**src/rtl/charlieplex_scanner_if.sv**
```systemverilog
// Bundle between a frame source and the charlieplex scanner: bitmap and global enable in,
// LED index, drive enable and frame strobe out.
interface charlieplex_scanner_if #(
  parameter int unsigned PINCOUNT = 4
);
  localparam int unsigned LEDCOUNT  = PINCOUNT * (PINCOUNT - 1);
  localparam int unsigned INDEXBITS = $clog2(LEDCOUNT);

  logic [LEDCOUNT-1:0]  leds;
  logic                 enable;
  logic [INDEXBITS-1:0] led_index;
  logic                 led_enable;
  logic                 frame_done;

  modport master (
    output leds,
    output enable,
    input  led_index,
    input  led_enable,
    input  frame_done
  );

  modport slave (
    input  leds,
    input  enable,
    output led_index,
    output led_enable,
    output frame_done
  );
endinterface

```
**src/rtl/charlieplex_scanner.sv**
```systemverilog
// Time-multiplexed charlieplex scanner: blank gap then dwell per LED slot, bitmap latched per frame.
// Define CHARLIEPLEX_SKIP_DARK_EN to collapse dark slots to a single blank cycle.
module charlieplex_scanner #(
  parameter int unsigned PINCOUNT     = 4,
  parameter int unsigned DWELL_CYCLES = 1000,
  parameter int unsigned BLANK_CYCLES = 16
) (
  input logic                  clk,
  input logic                  rst,
  charlieplex_scanner_if.slave bus
);
  localparam int unsigned LEDCOUNT  = PINCOUNT * (PINCOUNT - 1);
  localparam int unsigned INDEXBITS = $clog2(LEDCOUNT);
  localparam int unsigned CntMax    = (DWELL_CYCLES > BLANK_CYCLES) ? DWELL_CYCLES : BLANK_CYCLES;
  localparam int unsigned CntW      = $clog2(CntMax + 1);

  localparam logic [CntW-1:0]      BlankLast = CntW'(BLANK_CYCLES - 1);
  localparam logic [CntW-1:0]      DwellLast = CntW'(DWELL_CYCLES - 1);
  localparam logic [INDEXBITS-1:0] IdxLast   = INDEXBITS'(LEDCOUNT - 1);

`ifdef CHARLIEPLEX_SKIP_DARK_EN
  localparam bit SkipDark = 1'b1;
`else
  localparam bit SkipDark = 1'b0;
`endif

  typedef enum logic {StBlank, StOn} state_e;

  state_e               state_q, state_d;
  logic [CntW-1:0]      cnt_q, cnt_d;
  logic [INDEXBITS-1:0] idx_q, idx_d;
  logic [LEDCOUNT-1:0]  buf_q, buf_d;
  logic                 en_q, en_d;
  logic                 fd_q, fd_d;
  logic                 slot_lit;
  logic                 advance;

  assign slot_lit = buf_q[idx_q];

  always_comb begin
    state_d = state_q;
    cnt_d   = cnt_q;
    idx_d   = idx_q;
    buf_d   = buf_q;
    en_d    = 1'b0;
    fd_d    = 1'b0;
    advance = 1'b0;

    unique case (state_q)
      StBlank: begin
        if (SkipDark && !slot_lit) begin
          advance = 1'b1;
        end else if (cnt_q == BlankLast) begin
          state_d = StOn;
          cnt_d   = '0;
          en_d    = bus.enable && slot_lit;
        end else begin
          cnt_d = cnt_q + 1'b1;
        end
      end
      StOn: begin
        if (cnt_q == DwellLast) begin
          advance = 1'b1;
        end else begin
          cnt_d = cnt_q + 1'b1;
          en_d  = bus.enable && slot_lit;
        end
      end
    endcase

    // Slot change; wrapping to index 0 snapshots the next frame's bitmap.
    if (advance) begin
      state_d = StBlank;
      cnt_d   = '0;
      if (idx_q == IdxLast) begin
        idx_d = '0;
        buf_d = bus.leds;
        fd_d  = 1'b1;
      end else begin
        idx_d = idx_q + 1'b1;
      end
    end
  end

  always_ff @(posedge clk) begin
    if (rst) begin
      state_q <= StBlank;
      cnt_q   <= '0;
      idx_q   <= '0;
      buf_q   <= bus.leds;
      en_q    <= 1'b0;
      fd_q    <= 1'b0;
    end else begin
      state_q <= state_d;
      cnt_q   <= cnt_d;
      idx_q   <= idx_d;
      buf_q   <= buf_d;
      en_q    <= en_d;
      fd_q    <= fd_d;
    end
  end

  assign bus.led_index  = idx_q;
  assign bus.led_enable = en_q;
  assign bus.frame_done = fd_q;

endmodule

```
**src/flat_wrapper.sv**
```systemverilog
// flat-port wrapper written by rule: the top's interface ports become plain ports
module charlieplex_scanner_flat 
#(
  parameter int unsigned PINCOUNT     = 4,
  parameter int unsigned DWELL_CYCLES = 1000,
  parameter int unsigned BLANK_CYCLES = 16
)
  (clk, rst, bus_leds, bus_enable, bus_led_index, bus_led_enable, bus_frame_done);
  charlieplex_scanner_if #(.PINCOUNT(PINCOUNT)) bus_i ();
  input logic clk;
  input logic rst;
  input wire logic [$bits(bus_i.leds)-1:0] bus_leds;
  input wire logic [$bits(bus_i.enable)-1:0] bus_enable;
  output wire logic [$bits(bus_i.led_index)-1:0] bus_led_index;
  output wire logic [$bits(bus_i.led_enable)-1:0] bus_led_enable;
  output wire logic [$bits(bus_i.frame_done)-1:0] bus_frame_done;
  assign bus_i.leds = bus_leds;
  assign bus_i.enable = bus_enable;
  assign bus_led_index = bus_i.led_index;
  assign bus_led_enable = bus_i.led_enable;
  assign bus_frame_done = bus_i.frame_done;
  charlieplex_scanner #(.PINCOUNT(PINCOUNT), .DWELL_CYCLES(DWELL_CYCLES), .BLANK_CYCLES(BLANK_CYCLES)) u_core (.clk(clk), .rst(rst), .bus(bus_i));
endmodule
```
**config.mk**
```make
export PLATFORM = sky130hd
export DESIGN_NAME = charlieplex_scanner_flat
export DESIGN_NICKNAME = d
export VERILOG_FILES = /design/src/rtl/charlieplex_scanner_if.sv /design/src/rtl/charlieplex_scanner.sv /design/src/flat_wrapper.sv
export SDC_FILE = /design/constraint.sdc
export NUM_CORES = 1
export LEC_CHECK = 0
export CAP_MARGIN = 40
export CORE_ASPECT_RATIO = 0.6
export CORE_UTILIZATION = 50
export CTS_CLUSTER_DIAMETER = 60
export DETAILED_ROUTE_END_ITERATION = 10
export GPL_TIMING_DRIVEN = 0
export HOLD_SLACK_MARGIN = 0.12
export PLACE_DENSITY = 0.81
export SYNTH_ARGS = -nofsm -noshare
export SYNTH_HDL_FRONTEND = slang
export SYNTH_SLANG_ARGS = --single-unit
export TNS_END_PERCENT = 1
```
**constraint.sdc**
```tcl
create_clock -name clk -period 6.03 [get_ports clk]
set_input_delay 1.809 -clock clk [delete_from_list [all_inputs] [get_ports clk]]
set_output_delay 1.809 -clock clk [all_outputs]
set_load 0.05 [all_outputs]
```
# Word-level counts from Yosys, hierarchy flattened

Index checks and enable logic that the tools add are counted.

Register bits: 29
Bits of input ports: 15
Output and inout port bits: 6
Logic and storage cells: 38

Add/sub/neg operators: 2
$lt $le $gt $ge: 1
Eq/ne operators: 4
Mux-type cells: 17
Bitwise gates (word level): 2
Reduce and logical (&&, ||, !) cells: 6

Operator list:

| operator                                                    | number |
|---|---|
| two-way mux 12 bit                                          | 3 |
| two-way mux 10 bit                                          | 2 |
| case mux 10 bit (2 select lines)                            | 1 |
| adder 10 x 1 -> 10 bit (second input constant)              | 1 |
| == test 10 bit (second input constant)                      | 1 |
| == test 10 x 4 -> 1 bit (second input constant)             | 1 |
| two-way mux 1 bit                                           | 8 |
| less-than comparator 4 x 5 -> 1 bit (second input constant) | 1 |
| adder 4 x 1 -> 4 bit (second input constant)                | 1 |
| binary-select mux 1 bit (select 4 bit)                      | 1 |
| == test 4 bit (second input constant)                       | 1 |
| two-way mux 4 bit                                           | 1 |
| nonzero test 2 bit                                          | 2 |
| OR reduction 2 bit                                          | 2 |
| != test 2 bit (second input constant)                       | 1 |
| inverter 1 bit                                              | 2 |
| case mux 1 bit (2 select lines)                             | 1 |
| AND reduction 2 bit                                         | 1 |
| logical AND 1 bit                                           | 1 |

# Depth between registers and ports, before layout

Word-level depth: 5
Mapped depth: 5

# Worst setup path before layout

OpenSTA, ideal clock, no wires.

Path kind: in2reg
From: in rst
To: reg u_core.buf_q[0] (enable)
Library setup time: 0.416 ns
Arrival time: 2.263 ns
Slack: 3.352 ns
Stages on the path: 2
Buffers on the path: 0
Cells stage by stage: inv_1 > o21ai_0

Word-level cells in the longest chain between the ends: 2
Elaborated cells on any way between the ends: 3
Those cells by class: 3 x reduce/logical

Ends and longest elaborated chain:

| what                                   | RTL line                  | source |
|---|---|---|
| from (decl)                            | flat_wrapper.sv:11        | `input logic rst;` |
| nonzero test 2 bit (no source line)    | -                         |  |
| AND reduction 2 bit (no source line) * | -                         |  |
| to (signal assigned)                   | charlieplex_scanner.sv:90 | `buf_q <= bus.leds;` |
| to (signal assigned)                   | charlieplex_scanner.sv:97 | `buf_q <= buf_d;` |
| to (decl)                              | charlieplex_scanner.sv:32 | `logic [LEDCOUNT-1:0] buf_q, buf_d;` |

Mark *: on every way between the ends. The rest lies on a longest branch, timed or not.
A chain may end at the register's enable or synchronous reset.

# Worst setup path in the final report

From: reg u_core.idx_q[0] (netlist: u_core.bus.led_index[0])
To: out bus_led_index[0]

RTL lines:

| what                   | RTL line                  | source |
|---|---|---|
| from (decl)            | charlieplex_scanner.sv:31 | `logic [INDEXBITS-1:0] idx_q, idx_d;` |
| from (signal assigned) | charlieplex_scanner.sv:96 | `idx_q <= idx_d;` |
| to (decl)              | flat_wrapper.sv:14        | `output wire logic [$bits(bus_i.led_index)-1:0] bus_led_index;` |

No word-level cell between the ends.

==> results.md <==
* Status: completed
* Register area share after synthesis at 0.589
* Min cycle time layout at 3.47 ns
* Vias after detailed routing at 831
* Top FF cell, synth: dfxtp_1
* Final hold violation count at 0
* Hold depth at 1
* Crit. Startpoint: u_core.bus.led_index[0]$_SDFFE_PP0P_
* Worst skew pair latency at 0.27 ns
* Port Buffers at 20
* H-Tree Depth at 2
* Worst Tran Pin Value at 0.511 ns
* Fin area at 1520 sq um
* Relative slew slack at 0.658
* # Post-CTS Setup Buffers at 0
* DRC Markers at 0
* MaxCap Viol Count at 0
* Die Ht at 39.8 um
* P&R area growth vs syn at 28.2%
* Core footprint at 2210 sq um
* Yosys warnings at 0
* Cell family with most CP delay: buffers and inverters
* # clock sinks at 29
* CTS Buf Count at 5
* CP Data Arrival Time at 1.66 ns
* Total wire length at 2220 um
* Fin crit share at 0.576
* HPWL Detailed at 1540 um
* Vias in the first global route at 735
* CP startpoint kind: flip-flop
* Worst Setup Path Type: flip-flop to primary output
* R2r startpoint: u_core.cnt_q[5]$_SDFFE_PP0P_
* Cell variety after synth at 27
* Initial Util at 0.537
* Min-Delay Endpoint: u_core.cnt_q[0]$_SDFFE_PP0P_
* CTS tree: built
* Post-CTS Hold Buffers at 0
* DR WL/cell at 14.0 um
* Post-synth EDFFs at 12
* # IOs at 21
* Rows at 13
* Fin. max-slew vios at 0
* Routability congestion estimate at 0.750
* CTS clk-pin slew, worst paths at 0.06 ns
* CP Max Fanout at 8
* Peak VDD IR at 0.168 mV
* Pwr/cell area at 258 nW/um^2
* Post-Syn Nets at 116
* Fraction of layout instances using a drive strength above 1 at 0.117
* Die width at 64.9 um
* Reg-to-reg slack, setup at 4.08 ns
* Setup TNS Final at 0 ns
* End of the worst register-to-register path: u_core.buf_q[2]$_DFFE_PP_
* Total power draw at 0.000392 W
* Tot GR Track Use at 0.198
* R2R cell count at 4
* Number of antenna diodes at 0
* Synth async-reset ratio at 0
* Initial DRC count at 50
* Final antenna-violating net count at 0
* Setup Skew at 0.00294 ns
* Syn Inst Count at 99
* DRT Pass-1 Iters at 4
* Yosys reg bits at 29
* Critical path buffer and inverter count at 1
* RSZ-0062 raised after global routing: false
* Syn Std Cell Area at 1190 sq um
* Hold Path Class: flip-flop to flip-flop
* Clk root buf: clkbuf_8
* Via/cell ratio at 5.26
* Critical Path RT at 4.22 ns
* Total global routing overflow at 0
* Final setup vio count at 0
* Placement Cell Area at 1430 sq um
* Post-CTS sizing at 0
* Final net count at 144
* Worst Hold Margin at 0.462 ns
* Die area at 2580 sq um
* HP Start: u_core.cnt_q[0]$_SDFFE_PP0P_
* Syn Area/Cell at 12.0 sq um
* Crit path largest cell delay at 0.88 ns
* Largest net degree at the start of global routing at 11
* Worst path cell trace: clkdlybuf4s50_1
* Initial antenna violation count at 0
* CTS max path bufs at 2
* First-pass GRT wire length at 3350 um
* Setup crit end kind: primary output
* Slowest stage cell, crit path: clkdlybuf4s50_1
* Fmax at 288 MHz
* Pleak at 0.515 nW
-- synth_stat cells, drive strengths merged (2+ instances only) --
cell type  count  area (sq um)
a21oi          4          20.0
xor2           2          17.5
and4           2          20.0
o21ai          4          20.0
dfxtp         17           340
nor2          12          45.0
or4            3          26.3
xnor2          6          52.6
nand2          9          33.8
nor2b          2          12.5
mux4           3          75.1
inv            5          18.8
ha             2          25.0
nand3          3          15.0
nor3           4          20.0
edfxtp        12           360
-- power by group --
part / switching, W / internal, W
Clock: 0.0000675 / 0.0000928
Sequential: 0.00000241 / 0.000211
Combinational: 0.00000711 / 0.0000116
Total: 0.0000770 / 0.000315
-- area by class of cell --
| type | instances | area, sq um |
|---|---|---|
| sequential | 29 | 701 |
| inverter | 5 | 18.8 |
| multi-input combinational | 65 | 469 |
| timing repair buffer | 21 | 208 |
| clock buffer | 8 | 90.1 |
| tap | 30 | 37.5 |
| fill | 169 | 688 |
-- flip-flops by register name (all words and copies together), names as in the netlist --
name                   count
u_core.bus.led_enable      1
u_core.state_q             1
u_core.bus.frame_done      1
u_core.bus.led_index       4
u_core.buf_q              12
u_core.cnt_q              10
-- cells in the final DEF, fill, tap and decap left out, types with 2 or more instances in the layout --
cell             Yosys  layout
a21oi_1              4       4
and4_2               2       2
clkbuf_1             0       2
clkbuf_8             0       6
clkdlybuf4s50_1      0      20
dfxtp_1             17      17
edfxtp_1            12      12
ha_1                 2       2
inv_1                5       5
mux4_1               2       2
nand2_1              9       9
nand3_1              3       3
nor2_1              12      12
nor2b_1              2       2
nor3_1               4       4
o21ai_0              4       3
or4_1                2       2
xnor2_1              6       6
xor2_1               2       2
-- worst max path at each step --
stage               slack (ns)  cells after the start                        end
floorplan                 3.35                      2  u_core.buf_q[0]$_DFFE_PP_
finish                    2.56                      1           bus_led_index[0]
CTS                       2.55                      1           bus_led_index[0]
global route              2.51                      1           bus_led_index[0]
detailed placement        2.76                      4  u_core.buf_q[9]$_DFFE_PP_
global placement          2.53                      3  u_core.buf_q[0]$_DFFE_PP_
-- through the flow --
| stage | instances | setup slack [ns] | util |
|---|---|---|---|
| after CTS | 158 | 2.55 | 0.689 |
| final | 158 | 2.56 | 0.689 |
| after global placement | 149 | 2.53 | 0.645 |
| after floorplan | 99 | 3.35 | - |
| after global routing | 158 | 2.51 | 0.689 |
| after detailed placement | 150 | 2.76 | 0.648 |
-- logic make-up (layout without fill, tap and decap cells) --
| family | count (synthesis) | in the layout | share of synthesized area |
|---|---|---|---|
| adders and majority gates | 2 | 2 | 0.0210 |
| DFF | 29 | 29 | 0.589 |
| buffers and inverters | 5 | 34 | 0.0158 |
| AOI/OAI and AO/OA | 11 | 11 | 0.0611 |
| xor gates and xnor gates | 8 | 8 | 0.0589 |
| and+or+nand+nor | 41 | 41 | 0.191 |
| muxes | 3 | 3 | 0.0632 |
-- layer usage --
| layer | up-vias | global-route usage | routed length (um) |
|---|---|---|---|
| met5 | - | 0 | 0 |
| met4 | 0 | 0.0833 | 0 |
| met3 | 0 | 0.0988 | 103 |
| met2 | 18 | 0.318 | 1050 |
| met1 | 394 | 0.228 | 1060 |
| li1 | 419 | - | - |
-- worst reg2reg max path, delay by kind of cell, from the launching register on --
kind | cells | cell delay, ns
simple gates | 2 | 0.58
flops | 1 | 0.43
buf+inv | 1 | 0.25
compound gates | 1 | 0.39
No activity file was read; power rests on OpenSTA's default activity.
